## config.mk

```make
export PLATFORM = sky130hd
export DESIGN_NAME = bsg_mem_1rw_sync_mask_write_bit_fe
export DESIGN_NICKNAME = d
export VERILOG_FILES = /design/src/rtl/bsg_mem_1rw_sync_mask_write_bit_fe.sv
export SDC_FILE = /design/constraint.sdc
export NUM_CORES = 1
export LEC_CHECK = 0
export CORE_ASPECT_RATIO = 1.25
export CORE_MARGIN = 1.5
export CORE_UTILIZATION = 38
export CTS_CLUSTER_SIZE = 25
export DETAILED_ROUTE_END_ITERATION = 10
export GPL_TIMING_DRIVEN = 0
export PLACE_DENSITY = 0.8
export SLEW_MARGIN = 30
export SYNTH_ARGS = -nofsm -noshare
export SYNTH_HDL_FRONTEND = slang
export SYNTH_SLANG_ARGS = --single-unit
```

## constraint.sdc

```tcl
create_clock -name clk_i -period 2.3 [get_ports clk_i]
set_input_delay 0.575 -clock clk_i [delete_from_list [all_inputs] [get_ports clk_i]]
set_output_delay 0.575 -clock clk_i [all_outputs]
set_load 0.05 [all_outputs]
```

## src/rtl/bsg_mem_1rw_sync_mask_write_bit_fe.sv

```systemverilog
`default_nettype none
// ============================================================================
//  Module   : bsg_mem_1rw_sync_mask_write_bit_fe
//  Purpose  : Valid/ready front end for a 1RW sync bit-masked RAM with a
//             2-entry response buffer; BSG_MEM_FE_YUMI_LOOKAHEAD_EN adds a
//             yumi_i -> ready_o path for one read per cycle sustained.
//  Revision : 1.0  initial release
// ============================================================================

`ifndef BSG_SAFE_CLOG2
`define BSG_SAFE_CLOG2(x) (((x) == 1) ? 1 : $clog2((x)))
`endif

module bsg_mem_1rw_sync_mask_write_bit_fe #(
    parameter int width_p       = 32,
    parameter int els_p         = 16,
    parameter int addr_width_lp = `BSG_SAFE_CLOG2(els_p)
) (
    input  logic                     clk_i,
    input  logic                     reset_i,

    input  logic                     v_i,
    output logic                     ready_o,
    input  logic                     w_i,
    input  logic [addr_width_lp-1:0] addr_i,
    input  logic [width_p-1:0]       data_i,
    input  logic [width_p-1:0]       w_mask_i,

    output logic                     mem_v_o,
    output logic                     mem_w_o,
    output logic [addr_width_lp-1:0] mem_addr_o,
    output logic [width_p-1:0]       mem_data_o,
    output logic [width_p-1:0]       mem_w_mask_o,
    input  logic [width_p-1:0]       mem_data_i,

    output logic                     v_o,
    output logic [width_p-1:0]       data_o,
    input  logic                     yumi_i
);

    localparam logic [2:0] c_fifo_els = 3'd2;

    logic                 rd_inflight_q, rd_inflight_d;
    logic [1:0]           count_q, count_d;
    logic                 wptr_q, wptr_d;
    logic                 rptr_q, rptr_d;
    logic [width_p-1:0]   slot_q [2];

    logic                 w_credit;
    logic                 w_ready;
    logic                 w_accept;
    logic                 w_enq;
    logic                 w_deq;
    logic [2:0]           w_used;

    // A credit covers both buffered responses and the read still in the RAM.
    assign w_used   = {1'b0, count_q} + {2'b00, rd_inflight_q};
    assign w_credit = (w_used < c_fifo_els);

`ifdef BSG_MEM_FE_YUMI_LOOKAHEAD_EN
    assign w_ready  = ~reset_i & (w_credit | yumi_i);
`else
    assign w_ready  = ~reset_i & w_credit;
`endif

    assign ready_o      = w_ready;
    assign w_accept     = v_i & w_ready;

    assign mem_v_o      = w_accept;
    assign mem_w_o      = w_i;
    assign mem_addr_o   = addr_i;
    assign mem_data_o   = data_i;
    assign mem_w_mask_o = w_mask_i;

    assign w_enq = rd_inflight_q;
    assign w_deq = yumi_i & (count_q != 2'd0);

    always_comb begin
        rd_inflight_d = w_accept & ~w_i;
        wptr_d        = wptr_q ^ w_enq;
        rptr_d        = rptr_q ^ w_deq;
        count_d       = count_q;
        if (w_enq && !w_deq) begin
            count_d = count_q + 2'd1;
        end else if (!w_enq && w_deq) begin
            count_d = count_q - 2'd1;
        end
    end

    // Reset wins over an in-flight read, so its returning data is dropped.
    always_ff @(posedge clk_i) begin
        if (reset_i) begin
            rd_inflight_q <= 1'b0;
            count_q       <= 2'd0;
            wptr_q        <= 1'b0;
            rptr_q        <= 1'b0;
            slot_q[0]     <= '0;
            slot_q[1]     <= '0;
        end else begin
            rd_inflight_q <= rd_inflight_d;
            count_q       <= count_d;
            wptr_q        <= wptr_d;
            rptr_q        <= rptr_d;
            if (w_enq) begin
                slot_q[wptr_q] <= mem_data_i;
            end
        end
    end

    assign v_o    = ~reset_i & (count_q != 2'd0);
    assign data_o = reset_i ? '0 : slot_q[rptr_q];

endmodule

`default_nettype wire

```

==> impl_metrics.toml <==
[setup_path]
startpoint_type = "flip-flop"
timing.rr.end = "count_q[1]$_SDFFE_PP0P_"
r2r_cells = 4
end_kind = "output port"
required_ns = 1.73
reg2reg_from = "count_q[0]$_SDFFE_PP0P_"
worstPathArrival_ns = 1.69
rrSetupSlack_ns = 0.67
critPathKind = "flip-flop to output port"
cp_max_fo = 10

[detailed_routing]
wl_per_cell_um = 15.0
viasPerCell = 4.43
ant_nets = 0
wl_um = 8700
drtIter0Drc = 75
firstDrtPassIters = 4
routed-via-count = 2575
drc_errors = 0

[synthesis]
async_flop_share_pct = 0
synth_edf_count = 64
yosysTopAreaCell = "edfxtp_1"
yosys_warnings = 0
ys_top_cells_by_area = "edfxtp_1, buf_4, and2_1, mux2i_1, nor2_1"
synth_cell_types = 20
synth_top_area_share_pct = 53.2
synthCells = 303
synth_nets = 409
netlist_area_sq_um = 3610
yosys_most_used_dff = "edfxtp_1"
ys_seq_elements = 69
avgSynthCellArea_sq_um = 11.9
yosysSeqAreaShare_pct = 56.0

[min_path]
holdPathStages = 2
whs_endpoint = "count_q[1]$_SDFFE_PP0P_"
holdCritPathClass = "flip-flop to flip-flop"
holdCritStartpoint = "count_q[1]$_SDFFE_PP0P_"

[clocking]
clockRootBuffer = "clkbuf_16"
cts-htree-levels = 3
clock-sinks = 69
numCtsBuffers = 9
insertion_delay_ns = 0.33
clockBufferDepth = 2
postCtsSetupBuffers = 0
cts_tree = "yes"
path_clk_slew_ns = 0.05

[floorplanning]
die_area_sq_um = 10100
die_w_um = 90.2
dieHeight_um = 112
rows = 39
ios = 209
initial_core_util_pct = 39.4
core_area_sq_um = 9170

[global_route]
grt_pass1_wl_um = 13200
grt_overflow = 0
antenna_found_initial = 0
grt_util_all_layers_pct = 17.2
grt_pass1_vias = 2679
grt_max_degree = 33

[timing]
slew_violations = 0
fmax_ghz = 0.442
skew_ns = 0.00374
finalCriticalPeriod_ns = 2.26
fin_setup_tns_ns = 0
fin_crit_sh_pct = 98.3
setup-violations-final = 0
setup_ws_ns = 0.0395
max_slew.worst_pin.slew_ns = 0.824
finalHoldViolCount = 0
rsz0062_at_grt = "yes"
relSlewSlack_pct = 45.0

[placement]
preCtsSetupSlack_ns = -0.398
port_buffers = 139
post-dp-hpwl_um = 6540
globalplace.congestion = 0.717
placed_area_sq_um = 5170

[layout]
layout.nets = 559
n_antenna_cell = 0
final_area_sq_um = 5440
drive_above_1_share_pct = 28.8
area_growth_pct = 50.7

[pwr]
switchingPower_mw = 1.43
p_leak_nw = 2.21
power.share.combinational_pct = 32.9
irDropWorstVdd_mv = 0.476
power_density_nw_per_um2 = 804
p_sw_share_pct = 32.7
clockPowerShare_pct = 32.3
p_total_mw = 4.38
power_frac_seq_pct = 34.8
p_int_mw = 2.95

[run_status]
status = "completed"

[flow_run]
maxCapViolCount = 0
cells in the mapped netlist, drive strengths merged (2+ instances only):
master,instances
nor2,37
mux2i,32
dfxtp,5
edfxtp,64
and2,65
xor2,3
nor3b,2
o21ai,2
buf,76
clkbuf,8
a21o,2
power groups by stage:
stage | clock (mW) | sequential, mW | combinational (mW)
3_3_place_gp | 0 | 1.54 | 1.48
6_report | 1.41 | 1.52 | 1.44
2_1_floorplan | 0 | 1.54 | 1.05
3_5_place_dp | 0 | 1.55 | 1.50
4_1_cts | 1.44 | 1.52 | 1.47
5_1_grt | 1.49 | 1.54 | 1.51
cells by family (layout without fill, tap and decap cells):
group	Yosys count	count (layout)	synth area share, %
compound gates	6	6	1.04
xor+xnor	4	4	0.970
fa+ha+maj	1	1	0.346
buf+inv	85	240	16.6
flops	69	69	56.0
mux	32	32	8.87
simple gates	106	106	16.1
critical path: stages, from the launching register on:
cell	delay, ns
dfxtp_1	0.30
buf_2	0.18
buf_4	0.25
mux2i_1	0.23
nor2_1	0.06
clkdlybuf4s15_2	0.34
worst max path at each step:
stage,startpoint,end
after floorplan,reset_i,data_o[10]
after global placement,reset_i,data_o[14]
after detailed placement,reset_i,data_o[14]
after CTS,rptr_q$_SDFF_PP0_,data_o[2]
after global routing,rptr_q$_SDFF_PP0_,data_o[29]
final,rptr_q$_SDFF_PP0_,data_o[28]
state kept, by name, indices dropped and copies added, names as in the netlist:
signal / count
slot_q: 64
count_q: 2
rd_inflight_q: 1
rptr_q: 1
wptr_q: 1
cell usage in the layout (no fill, tap or decap), drive strengths merged:
master,netlist,layout
inv,1,1
xnor2,1,1
clkdlybuf4s18,0,1
a21oi,1,1
buf,76,87
xor2,3,3
edfxtp,64,64
mux2i,32,32
nor2b,1,1
and2,65,65
or3,1,1
nor3b,2,2
nor2,37,37
clkbuf,8,18
o21ai,2,2
clkdlybuf4s15,0,20
ha,1,1
a21o,2,2
clkdlybuf4s50,0,103
clkinv,0,4
bufinv,0,2
a211oi,1,1
dlygate4sd2,0,4
dfxtp,5,5
through the flow:
| stage | hold slack [ns] | cells | utilization (%) |
|---|---|---|---|
| 6_report | 0.571 | 581 | 59.3 |
| 5_1_grt | 0.617 | 581 | 59.3 |
| 4_1_cts | 0.574 | 581 | 59.9 |
| 3_5_place_dp | 0.566 | 565 | 56.4 |
| 3_3_place_gp | 0.530 | 565 | 56.4 |
| 2_1_floorplan | 0.513 | 303 | - |
what timing repair did:
item	4_1_cts	5_1_grt
hold endpoints to repair	0	0
hold buffers	0	0
setup endpoints to repair	36	29
pin swaps	0	0
resized for setup	102	20
metal layers:
metal / track usage (%) / vias to the layer above / wire length, um
met5: 0 / - / 0
met4: 6.14 / 0 / 109
met3: 6.01 / 9 / 709
met2: 32.6 / 127 / 4820
met1: 17.1 / 1198 / 3070
li1: - / 1241 / -
cell type report:
cell class | instances | area (sq um)
clock buffers | 10 | 229
repair buffers | 139 | 1350
inverters | 1 | 3.75
clock inverters | 6 | 77.6
multi-input cells | 149 | 1000
fillers | 755 | 3730
flip-flops and latches | 69 | 2020
plain buffers | 84 | 598
well taps | 123 | 154
Note: power is estimated with default switching activity, not from simulation.
